## src/rtl/alu_pkg.sv

```systemverilog
// Shared definitions for the arbitrated ALU: op codes, datapath width, legality check.
// Latency: n/a (types and pure functions only).
// Backpressure: n/a.
package alu_pkg;

  localparam int ALU_W = 32;

  typedef enum logic [3:0] {
    ADD  = 4'd0,
    SUB  = 4'd1,
    SLL  = 4'd2,
    SLT  = 4'd3,
    SLTU = 4'd4,
    XOR  = 4'd5,
    SRL  = 4'd6,
    SRA  = 4'd7,
    OR   = 4'd8,
    AND  = 4'd9,
    NONE = 4'd10,
    EQ   = 4'd11,
    BGE  = 4'd12,
    BGEU = 4'd13
  } alu_op_t;

  // NONE and the two unassigned codes at the top of the range are illegal.
  function automatic logic is_legal_op(input logic [3:0] op);
    return !(op == NONE || op >= 4'd14);
  endfunction

endpackage

```

## src/rtl/alu_arbiter_alu.sv

```systemverilog
// Combinational integer ALU shared by all requesters; also exports signed gt / eq flags.
// Latency: 0 cycles (pure combinational).
// Backpressure: none; the caller registers the result.
module alu
  import alu_pkg::*;
(
  input  logic [3:0]       op_i,
  input  logic [ALU_W-1:0] a_i,
  input  logic [ALU_W-1:0] b_i,
  output logic [ALU_W-1:0] res_o,
  output logic             gt_o,
  output logic             eq_o
);

  alu_op_t    op;
  logic [4:0] shamt;

  assign op    = alu_op_t'(op_i);
  assign shamt = b_i[4:0];
  assign gt_o  = $signed(a_i) > $signed(b_i);
  assign eq_o  = (a_i == b_i);

  // Op decode; codes resolved outside the ALU (BGE, BGEU, illegal) yield 0 here.
  always_comb begin
    res_o = '0;
    case (op)
      ADD:     res_o = a_i + b_i;
      SUB:     res_o = a_i - b_i;
      SLL:     res_o = a_i << shamt;
      SLT:     res_o = {{(ALU_W-1){1'b0}}, $signed(a_i) < $signed(b_i)};
      SLTU:    res_o = {{(ALU_W-1){1'b0}}, a_i < b_i};
      XOR:     res_o = a_i ^ b_i;
      SRL:     res_o = a_i >> shamt;
      SRA:     res_o = $signed(a_i) >>> shamt;
      OR:      res_o = a_i | b_i;
      AND:     res_o = a_i & b_i;
      EQ:      res_o = {{(ALU_W-1){1'b0}}, eq_o};
      default: res_o = '0;
    endcase
  end

endmodule

```

## src/rtl/alu_arbiter_rr.sv

```systemverilog
// Round-robin arbiter: grants the first request at or above the pointer, wrapping modulo NUM_REQ.
// Latency: grant is combinational; pointer moves one past the winner on the edge after an accepted grant.
// Backpressure: enable_i low suppresses every grant and freezes the pointer.
module rr_arbiter #(
  parameter int NUM_REQ = 3,
  parameter int ID_W    = $clog2(NUM_REQ)
) (
  input  logic               clk,
  input  logic               rst_n,
  input  logic [NUM_REQ-1:0] req_i,
  input  logic               enable_i,
  input  logic               advance_i,
  output logic [NUM_REQ-1:0] gnt_o,
  output logic [ID_W-1:0]    gnt_idx_o
);

  logic [ID_W-1:0] ptr_q, ptr_d;
  logic [ID_W:0]   cand;
  logic            found;

  // Scan from the pointer upward; the extra bit in cand absorbs the wrap before reducing mod NUM_REQ.
  always_comb begin
    gnt_o     = '0;
    gnt_idx_o = '0;
    found     = 1'b0;
    cand      = '0;
    for (int i = 0; i < NUM_REQ; i++) begin
      cand = {1'b0, ptr_q} + (ID_W+1)'(i);
      if (cand >= (ID_W+1)'(NUM_REQ)) begin
        cand = cand - (ID_W+1)'(NUM_REQ);
      end
      if (enable_i && !found && req_i[cand[ID_W-1:0]]) begin
        found                     = 1'b1;
        gnt_idx_o                 = cand[ID_W-1:0];
        gnt_o[cand[ID_W-1:0]]     = 1'b1;
      end
    end
  end

  // Pointer moves just past the winner so it has lowest priority next time.
  always_comb begin
    ptr_d = ptr_q;
    if (advance_i) begin
      if (gnt_idx_o == ID_W'(NUM_REQ - 1)) begin
        ptr_d = '0;
      end else begin
        ptr_d = gnt_idx_o + ID_W'(1);
      end
    end
  end

  // Pointer register.
  always_ff @(posedge clk or negedge rst_n) begin
    if (!rst_n) begin
      ptr_q <= '0;
    end else begin
      ptr_q <= ptr_d;
    end
  end

endmodule

```

## src/rtl/alu_arbiter.sv

```systemverilog
// Shares one ALU between NUM_REQ valid/ready requesters; round-robin grant, tagged registered response.
// Latency: 1 cycle accept-to-rsp_valid, 1 op/cycle while rsp_ready is high.
// Backpressure: a held response (rsp_valid && !rsp_ready) drops every req_ready. Optional ALU_ARB_PERF_EN adds counters.
module alu_arbiter
  import alu_pkg::*;
#(
  parameter int NUM_REQ = 3,
  parameter int ID_W    = $clog2(NUM_REQ)
) (
  input  logic                     clk,
  input  logic                     rst_n,
  input  logic [NUM_REQ-1:0]       req_valid,
  output logic [NUM_REQ-1:0]       req_ready,
  input  logic [NUM_REQ*4-1:0]     req_op,
  input  logic [NUM_REQ*ALU_W-1:0] req_a,
  input  logic [NUM_REQ*ALU_W-1:0] req_b,
  output logic                     rsp_valid,
  input  logic                     rsp_ready,
  output logic [ID_W-1:0]          rsp_id,
  output logic [ALU_W-1:0]         rsp_data,
  output logic                     rsp_err
`ifdef ALU_ARB_PERF_EN
  ,
  output logic [NUM_REQ*32-1:0]    perf_grants,
  output logic [31:0]              perf_stall
`endif
);

  logic               slot_free;
  logic               xfer;
  logic [NUM_REQ-1:0] gnt;
  logic [ID_W-1:0]    gnt_idx;

  logic [3:0]         op_sel;
  logic [ALU_W-1:0]   a_sel, b_sel;
  logic [ALU_W-1:0]   alu_res;
  logic               alu_gt, alu_eq;
  logic [ALU_W-1:0]   op_res;
  logic               op_err;

  logic               rsp_valid_q, rsp_valid_d;
  logic [ID_W-1:0]    rsp_id_q, rsp_id_d;
  logic [ALU_W-1:0]   rsp_data_q, rsp_data_d;
  logic               rsp_err_q, rsp_err_d;

  // A new response may load when the register is empty or being drained this cycle.
  // Gating with rst_n keeps req_ready low for the whole reset.
  assign slot_free = !rsp_valid_q || rsp_ready;

  rr_arbiter #(
    .NUM_REQ (NUM_REQ),
    .ID_W    (ID_W)
  ) u_arb (
    .clk       (clk),
    .rst_n     (rst_n),
    .req_i     (req_valid),
    .enable_i  (slot_free && rst_n),
    .advance_i (xfer),
    .gnt_o     (gnt),
    .gnt_idx_o (gnt_idx)
  );

  assign req_ready = gnt;
  assign xfer      = |(req_valid & gnt);

  // One-hot payload mux driven only by the grant, so ready never depends on the payload.
  always_comb begin
    op_sel = '0;
    a_sel  = '0;
    b_sel  = '0;
    for (int i = 0; i < NUM_REQ; i++) begin
      if (gnt[i]) begin
        op_sel = req_op[i*4 +: 4];
        a_sel  = req_a[i*ALU_W +: ALU_W];
        b_sel  = req_b[i*ALU_W +: ALU_W];
      end
    end
  end

  alu u_alu (
    .op_i  (op_sel),
    .a_i   (a_sel),
    .b_i   (b_sel),
    .res_o (alu_res),
    .gt_o  (alu_gt),
    .eq_o  (alu_eq)
  );

  // Result select: illegal ops bypass the ALU, BGEU is a local unsigned compare, BGE reuses gt|eq.
  always_comb begin
    op_res = alu_res;
    op_err = 1'b0;
    if (!is_legal_op(op_sel)) begin
      op_res = '0;
      op_err = 1'b1;
    end else if (op_sel == BGEU) begin
      op_res = {{(ALU_W-1){1'b0}}, a_sel >= b_sel};
    end else if (op_sel == BGE) begin
      op_res = {{(ALU_W-1){1'b0}}, alu_gt | alu_eq};
    end
  end

  // Response next-state: load on transfer, clear valid on a pure drain, otherwise hold.
  always_comb begin
    rsp_valid_d = rsp_valid_q;
    rsp_id_d    = rsp_id_q;
    rsp_data_d  = rsp_data_q;
    rsp_err_d   = rsp_err_q;
    if (xfer) begin
      rsp_valid_d = 1'b1;
      rsp_id_d    = gnt_idx;
      rsp_data_d  = op_res;
      rsp_err_d   = op_err;
    end else if (rsp_ready) begin
      rsp_valid_d = 1'b0;
    end
  end

  // Response register; reset discards any pending response immediately.
  always_ff @(posedge clk or negedge rst_n) begin
    if (!rst_n) begin
      rsp_valid_q <= 1'b0;
      rsp_id_q    <= '0;
      rsp_data_q  <= '0;
      rsp_err_q   <= 1'b0;
    end else begin
      rsp_valid_q <= rsp_valid_d;
      rsp_id_q    <= rsp_id_d;
      rsp_data_q  <= rsp_data_d;
      rsp_err_q   <= rsp_err_d;
    end
  end

  assign rsp_valid = rsp_valid_q;
  assign rsp_id    = rsp_id_q;
  assign rsp_data  = rsp_data_q;
  assign rsp_err   = rsp_err_q;

`ifdef ALU_ARB_PERF_EN
  logic [31:0] grant_cnt_q [NUM_REQ];
  logic [31:0] stall_cnt_q;

  // Saturating per-requester grant counters and a stall counter (requests waiting, none granted).
  always_ff @(posedge clk or negedge rst_n) begin
    if (!rst_n) begin
      for (int i = 0; i < NUM_REQ; i++) begin
        grant_cnt_q[i] <= '0;
      end
      stall_cnt_q <= '0;
    end else begin
      for (int i = 0; i < NUM_REQ; i++) begin
        if (gnt[i] && req_valid[i] && grant_cnt_q[i] != '1) begin
          grant_cnt_q[i] <= grant_cnt_q[i] + 32'd1;
        end
      end
      if (|req_valid && !xfer && stall_cnt_q != '1) begin
        stall_cnt_q <= stall_cnt_q + 32'd1;
      end
    end
  end

  for (genvar gi = 0; gi < NUM_REQ; gi++) begin : g_perf
    assign perf_grants[gi*32 +: 32] = grant_cnt_q[gi];
  end
  assign perf_stall = stall_cnt_q;
`else
  // Counters are not built; the datapath above is the whole block.
`endif

`ifndef SYNTHESIS
  // Requesters must hold valid and a stable payload until accepted.
  for (genvar gi = 0; gi < NUM_REQ; gi++) begin : g_req_chk
    a_valid_hold: assert property (@(posedge clk) disable iff (!rst_n)
      req_valid[gi] && !req_ready[gi] |=> req_valid[gi]);
    a_payload_stable: assert property (@(posedge clk) disable iff (!rst_n)
      req_valid[gi] && !req_ready[gi] |=> $stable(req_op[gi*4 +: 4]) &&
        $stable(req_a[gi*ALU_W +: ALU_W]) && $stable(req_b[gi*ALU_W +: ALU_W]));
  end
`endif

endmodule

```

## config.mk

```make
export PLATFORM = sky130hd
export DESIGN_NAME = alu_arbiter
export DESIGN_NICKNAME = d
export VERILOG_FILES = /design/src/rtl/alu_pkg.sv /design/src/rtl/alu_arbiter_alu.sv /design/src/rtl/alu_arbiter_rr.sv /design/src/rtl/alu_arbiter.sv
export SDC_FILE = /design/constraint.sdc
export NUM_CORES = 1
export LEC_CHECK = 0
export ABC_AREA = 1
export CAP_MARGIN = 20
export CORE_AREA = 2 2 159 161
export CTS_BUF_LIST = sky130_fd_sc_hd__clkbuf_8
export DETAILED_ROUTE_END_ITERATION = 16
export DIE_AREA = 0 0 161 163
export PLACE_DENSITY = 0.76
export SYNTH_ARGS = -nofsm -noshare
export SYNTH_HDL_FRONTEND = slang
export SYNTH_SLANG_ARGS = --single-unit
export TNS_END_PERCENT = 10
```

## constraint.sdc

```tcl
create_clock -name clk -period 9.96 [get_ports clk]
set_input_delay 0.996 -clock clk [delete_from_list [all_inputs] [get_ports clk]]
set_output_delay 0.996 -clock clk [all_outputs]
set_load 0.005 [all_outputs]
```

==> reports/summary.log, run 1 <==
[sta] Achievable Freq 0.138 GHz
[logic_synthesis] share of synthesized registers carrying an async set or reset 100%
[detailed_routing] initial drt markers 2080
[logic_synthesis] Post-Synthesis Cell Area 12400 um^2
[worst_setup_path] CP required 10.17 ns
[detailed_routing] Detail Route Antenna Nets 0
[logic_synthesis] cell types occupying the most area after synthesis sky130_fd_sc_hd__nand2_1 (20%), sky130_fd_sc_hd__nand3_1 (16%), sky130_fd_sc_hd__ha_1 (11%)
[sta] endpoints failing setup 0
[logic_synthesis] area fraction of the dominant cell type after synthesis 19.9%
[sta] measured slew at the worst slew-check pin 1.02 ns
[clock_network] number of buffers between clock root and the deepest sink 2
[floorplanning] effective utilization at floorplan 50.1%
[detailed_routing] routed vias 16300
[worst_hold_path] type of the most critical hold path reg2reg
[place] RePlAce Congestion 1.05
[logic_synthesis] share of the yosys chip area belonging to registers 7.69%
[logic_synthesis] library cell with the largest summed area after synthesis sky130_fd_sc_hd__nand2_1
[clock_network] clock slew at the register clock pins of the worst setup and hold paths 0.08 ns
[logic_synthesis] number of library cell types mapped by synthesis 54
[sta] period utilization 72.6%
[floorplanning] ports placed on the boundary 249
[worst_setup_path] launching element type of the critical path input port
[finish] nets@finish 2705
[floorplanning] floorplan core area 24700 um^2
[clock_network] hold buffer count at cts 0
[outcome] result of the run complete, no violations
[logic_synthesis] Synth Net Count 2562
[detailed_routing] drt pass-1 iters 8
[detailed_routing] wire per inst 19.6 um
[clock_network] number of H-tree levels 2
[logic_synthesis] synthesis-stage register bit count 38
[sta] number of max-slew violations in the final report 0
[worst_setup_path] worst path arrival time 7.44 ns
[global_routing] antenna violations before repair 0
[worst_setup_path] critical path class in2reg
[sta] Total Neg Setup Slack 0 ns
[sta] clock period minus worst slack 7.23 ns
[clock_network] Clock Sinks 38
[clock_network] CTS tree yes
[logic_synthesis] gate count after technology mapping 2242
[logic_synthesis] number of flops mapped to enable cells by yosys 0
[floorplanning] Die Y 163 um
[sta] Final Skew 0.0166 ns
[logic_synthesis] average cell area after synthesis 5.52 um^2
[clock_network] setup bufs post-CTS 0
[clock_network] TritonCTS Buffers 5
[detailed_routing] DRC Markers 0
[logic_synthesis] commonest register cell after synthesis sky130_fd_sc_hd__dfrtp_1
[global_routing] vias in the first global route 15200
[detailed_routing] wire length reported by the detailed router 53300 um
[worst_setup_path] Worst setup EP type register
[floorplanning] die footprint 26200 um^2
[detailed_routing] via density per instance 5.99
[sta] headroom to the max-slew limit 31.6%
[finish] signed area change from the synthesized netlist to the final layout 19.4%
[finish] most frequent standard cell in the layout excluding fill and tap cells sky130_fd_sc_hd__nand2_1
[global_routing] largest net degree at the start of global routing 78
[clock_network] clock root buffer master sky130_fd_sc_hd__clkbuf_8
[worst_setup_path] critical-path maximum fanout 77
[place] number of buffer cells added on primary ports 248
[finish] share of final-layout standard cells stronger than drive strength 1 4.28%
[clock_network] clk_lat worst skew 0.32 ns
[place] DP HPWL 41600 um
[floorplanning] Die Width 161 um
[logic_synthesis] Ys Warns 0
[finish] number of diodes added for antenna fixing 0
[global_routing] Global Route Usage Sum 39.3%
[global_routing] wire length of the first global-routing pass 81900 um
[clock_network] post-cts gate resize count 0
[floorplanning] Std-Cell Rows 58
[flow_run] Maximum Capacitance Violations 0
[finish] commonest cells after routing, fill and taps aside sky130_fd_sc_hd__nand2_1 (656), sky130_fd_sc_hd__nand3_1 (397), sky130_fd_sc_hd__clkdlybuf4s50_1 (247)
[sta] number of hold-slack violations in the final timing report 0
[global_routing] grt total ovfl 0
[sta] setup repair after global routing missed its margin no
[logic make-up (layout without fill, tap and decap cells)]
logic type	after synthesis	in the layout	synth area share, %
buf+inv	323	466	11.6
fa+ha+maj	110	110	11.2
simple gates	1344	1344	47.7
xor+xnor	30	30	2.12
flops	38	38	7.69
compound gates	397	397	19.6
[flip-flops by register name, summed over array words and instances, names as in the netlist]
name / cells
rsp_id: 2
rsp_valid: 1
rsp_err: 1
rsp_data: 32
u_arb.ptr_q: 2
[per-layer routing]
| metal | track usage [%] | vias to the layer above | share of wire, % | routed length [um] |
|---|---|---|---|---|
| met1 | 51.0 | 7291 | 40 | 21400 |
| met3 | 5.68 | 173 | 10 | 5450 |
| met4 | 19.9 | 0 | 6.2 | 3310 |
| met5 | 0 | - | 0 | 0 |
| li1 | - | 7763 | - | - |
| met2 | 63.8 | 1039 | 43 | 23200 |
[final cells by class]
class,count,area [um^2]
fillers,2553,9900
clock inverters,2,10.0
multi-input cells,1881,10000
well taps,330,413
inverters,196,743
clock buffers,5,68.8
flip-flops and latches,38,951
repair buffers,263,2590
[worst max-delay path, stage by stage]
cell and delay, ns:
sky130_fd_sc_hd__buf_2 0.07, sky130_fd_sc_hd__buf_4 0.44, sky130_fd_sc_hd__o21ai_1 0.28, sky130_fd_sc_hd__nor2_1 0.28
sky130_fd_sc_hd__nand2_1 0.14, sky130_fd_sc_hd__nand3_2 0.11, sky130_fd_sc_hd__buf_4 0.57, sky130_fd_sc_hd__inv_4 0.46
sky130_fd_sc_hd__o21a_2 0.38, sky130_fd_sc_hd__inv_4 0.57, sky130_fd_sc_hd__ha_1 0.45, sky130_fd_sc_hd__o21ai_0 0.67
sky130_fd_sc_hd__a41oi_1 0.30, sky130_fd_sc_hd__o21bai_1 0.38, sky130_fd_sc_hd__nand4_1 0.16, sky130_fd_sc_hd__nand2_1 0.11
sky130_fd_sc_hd__xor2_1 0.15, sky130_fd_sc_hd__nor2_1 0.06, sky130_fd_sc_hd__nor2_1 0.10, sky130_fd_sc_hd__nand2_1 0.06
sky130_fd_sc_hd__nor2_1 0.31, sky130_fd_sc_hd__nand4_1 0.13, sky130_fd_sc_hd__nand2_1 0.08, sky130_fd_sc_hd__nand2_1 0.05
[stage by stage]
step           utilization [%]  std cells  instance area (um^2)  setup slack, ns  hold slack, ns
2_1_floorplan                -       2242                 12400             4.99           0.465
3_3_place_gp              59.6       2708                 14700             2.74           0.458
3_5_place_dp              59.6       2708                 14700             2.53           0.466
4_1_cts                   59.9       2715                 14800             2.83           0.486
5_1_grt                   59.9       2715                 14800             2.21           0.511
6_report                  59.9       2715                 14800             2.73           0.484
[Yosys cell counts (26+ instances only)]
master                     instances
sky130_fd_sc_hd__ha_1            108
sky130_fd_sc_hd__a21oi_1         158
sky130_fd_sc_hd__nand3_1         397
sky130_fd_sc_hd__o21ai_0          81
sky130_fd_sc_hd__inv_1           179
sky130_fd_sc_hd__clkbuf_1         43
sky130_fd_sc_hd__xor2_1           30
sky130_fd_sc_hd__o21ai_1          26
sky130_fd_sc_hd__nor2_1          167
sky130_fd_sc_hd__buf_2            47
sky130_fd_sc_hd__o21a_1           30
sky130_fd_sc_hd__dfrtp_1          38
sky130_fd_sc_hd__nand2_1         656
[worst paths after layout]
| kind | startpoint | cells past startpoint | endpoint | slack [ns] |
|---|---|---|---|---|
| setup / recovery | rst_n | 24 | rsp_data[25]$_DFFE_PN0P_ | 2.73 |
| hold / removal | rsp_id[0]$_DFFE_PN0P_ | 2 | rsp_id[0]$_DFFE_PN0P_ | 0.48 |
| setup reg to reg | u_arb.ptr_q[0]$_DFFE_PN0P_ | 29 | rsp_data[25]$_DFFE_PN0P_ | 3.06 |
| hold reg to reg | rsp_id[0]$_DFFE_PN0P_ | 2 | rsp_id[0]$_DFFE_PN0P_ | 0.48 |
| max in group asynchronous | rst_n | 2 | rsp_id[0]$_DFFE_PN0P_ | 8.84 |
| min in group asynchronous | rst_n | 2 | rsp_data[27]$_DFFE_PN0P_ | 0.74 |
Power of run 1 is not shown: default switching activity piles up to over one toggle a cycle in this logic, so the estimate is an artifact.
==> run 2, diff against run 1 <==
- clock period: 9.96 -> 7.2 ns (I/O delays scaled with it)
==> run 2 against run 1 <==
Effect of this change:
- core utilization rose by 0.55 points
- highest routed layer unchanged
- critical path depth rose by 1
- sequential share of layout area shrank 0.059 points
- via count up 1.9%
- hold slack better by 0.0019 ns
- die area is the same
==> reports/summary.log, run 2 (synthesis results as in run 1) <==
[outcome] result of the run complete, no violations
[sta] Total Neg Setup Slack 0 ns
[detailed_routing] Detail Route Antenna Nets 0
[finish] number of fill cells in the layout 2501
[worst_hold_path] type of the most critical hold path reg2reg
[place] number of buffer cells added on primary ports 248
[detailed_routing] initial drt markers 2551
[floorplanning] effective utilization at floorplan 50.1%
[worst_setup_path] Worst Path Buf+Inv 4
[clock_network] clk_lat worst skew 0.33 ns
[worst_setup_path] endpoint of the worst register-to-register path rsp_data[17]$_DFFE_PN0P_
[floorplanning] Std-Cell Rows 58
[worst_setup_path] critical-path maximum fanout 33
[place] DP HPWL 44400 um
[clock_network] number of H-tree levels 2
[sta] endpoints failing setup 0
[worst_setup_path] Max stage delay cell, worst path sky130_fd_sc_hd__nand3_2
[worst_setup_path] Reg2Reg Launch Point u_arb.ptr_q[0]$_DFFE_PN0P_
[worst_setup_path] launching element type of the critical path input port
[sta] setup repair after global routing missed its margin no
[worst_setup_path] Worst R2R Setup Slack 1.04 ns
[sta] Achievable Freq 0.162 GHz
[global_routing] vias in the first global route 15400
[place] RePlAce Congestion 1.06
[clock_network] CTS tree yes
[sta] Final Skew 0.0217 ns
[worst_setup_path] crit path to rsp_data[17]$_DFFE_PN0P_
[worst_setup_path] stages on the worst setup path 25
[finish] nets@finish 2713
[worst_setup_path] critical path class in2reg
[global_routing] wire length of the first global-routing pass 85100 um
[floorplanning] ports placed on the boundary 249
[worst_setup_path] worst path arrival time 6.37 ns
[floorplanning] die footprint 26200 um^2
[floorplanning] Die Y 163 um
[detailed_routing] drt pass-1 iters 7
[sta] headroom to the max-slew limit 26.2%
[clock_network] hold buffer count at cts 0
[detailed_routing] via density per instance 6.08
[clock_network] setup bufs post-CTS 0
[clock_network] clock root buffer master sky130_fd_sc_hd__clkbuf_8
[finish] area taken by multi-input logic gates 10000 um^2
[global_routing] grt total ovfl 0
[detailed_routing] wire length reported by the detailed router 56400 um
[sta] number of max-slew violations in the final report 0
[worst_setup_path] Worst setup EP type register
[clock_network] Clock Sinks 38
[worst_setup_path] CP required 7.40 ns
[detailed_routing] routed vias 16600
[clock_network] clock slew at the register clock pins of the worst setup and hold paths 0.09 ns
[worst_hold_path] worst hold stages 2
[finish] most frequent standard cell in the layout excluding fill and tap cells sky130_fd_sc_hd__nand2_1
[sta] measured slew at the worst slew-check pin 1.10 ns
[global_routing] antenna violations before repair 0
[floorplanning] Die Width 161 um
[finish] max FFs per register 32
[flow_run] Maximum Capacitance Violations 0
[clock_network] post-cts gate resize count 0
[detailed_routing] wire per inst 20.7 um
[finish] number of diodes added for antenna fixing 0
[worst_setup_path] FF-to-FF path depth 26
[detailed_routing] DRC Markers 0
[worst_setup_path] gate family responsible for the most delay along the worst path simple AND/OR/NAND/NOR gates
[sta] clock period minus worst slack 6.17 ns
[sta] number of hold-slack violations in the final timing report 0
[finish] combined flip-flop and latch cell area 951 um^2
[clock_network] TritonCTS Buffers 5
[global_routing] Global Route Usage Sum 41.4%
[finish] commonest cells after routing, fill and taps aside sky130_fd_sc_hd__nand2_1 (656), sky130_fd_sc_hd__nand3_1 (397), sky130_fd_sc_hd__clkdlybuf4s50_1 (247)
[floorplanning] floorplan core area 24700 um^2
[clock_network] number of buffers between clock root and the deepest sink 2
[finish] signed area change from the synthesized netlist to the final layout 20.6%
[finish] share of final-layout standard cells stronger than drive strength 1 4.64%
[sta] period utilization 85.7%
[worst_setup_path] peak per-stage delay on the critical path 0.67 ns
[worst_setup_path] launching instance or port of the critical path req_valid[1]
[global_routing] largest net degree at the start of global routing 74
==> run 2: cell type report <==
type                    count  share of cell area (%)
clock buffers               6                   0.554
repair buffers            271                    17.9
multi-input cells        1881                    67.1
clock inverters             2                   0.403
flip-flops and latches     38                    6.38
well taps                 330                    2.77
inverters                 196                    4.98
==> run 2: stage by stage <==
stage | cells | utilization [%] | hold WS, ns | area (um^2) | setup slack, ns
after floorplan | 2242 | - | 0.424 | 12400 | 2.51
after global placement | 2716 | 59.9 | 0.463 | 14800 | 0.876
after detailed placement | 2716 | 59.9 | 0.464 | 14800 | 0.850
after CTS | 2724 | 60.4 | 0.488 | 14900 | 1.16
after global routing | 2724 | 60.4 | 0.509 | 14900 | 0.668
final | 2724 | 60.4 | 0.486 | 14900 | 1.03
==> run 2: layer usage <==
layer	vias to the layer above	GRT usage, %	wire length [um]
li1	7780	-	-
met1	7485	52.9	22000
met2	1136	64.9	23900
met3	174	8.40	6640
met4	0	23.8	3820
met5	-	0	0
==> run 2: worst min-delay path by stage <==
stage / slack [ns] / to / from
floorplan: 0.42 / rsp_data[0]$_DFFE_PN0P_ / rst_n
global placement: 0.46 / rsp_id[0]$_DFFE_PN0P_ / rsp_id[0]$_DFFE_PN0P_
detailed placement: 0.46 / rsp_data[16]$_DFFE_PN0P_ / rsp_data[16]$_DFFE_PN0P_
CTS: 0.49 / rsp_data[17]$_DFFE_PN0P_ / rsp_data[17]$_DFFE_PN0P_
global route: 0.51 / rsp_data[15]$_DFFE_PN0P_ / rsp_data[15]$_DFFE_PN0P_
finish: 0.49 / rsp_data[17]$_DFFE_PN0P_ / rsp_data[17]$_DFFE_PN0P_
==> run 2: tightest hold or removal path, delay by kind of cell, from the launching register on <==
family,cells,cell delay (ns)
simple gates,2,0.11
flops,1,0.35
Power of run 2 is left out for the same reason.
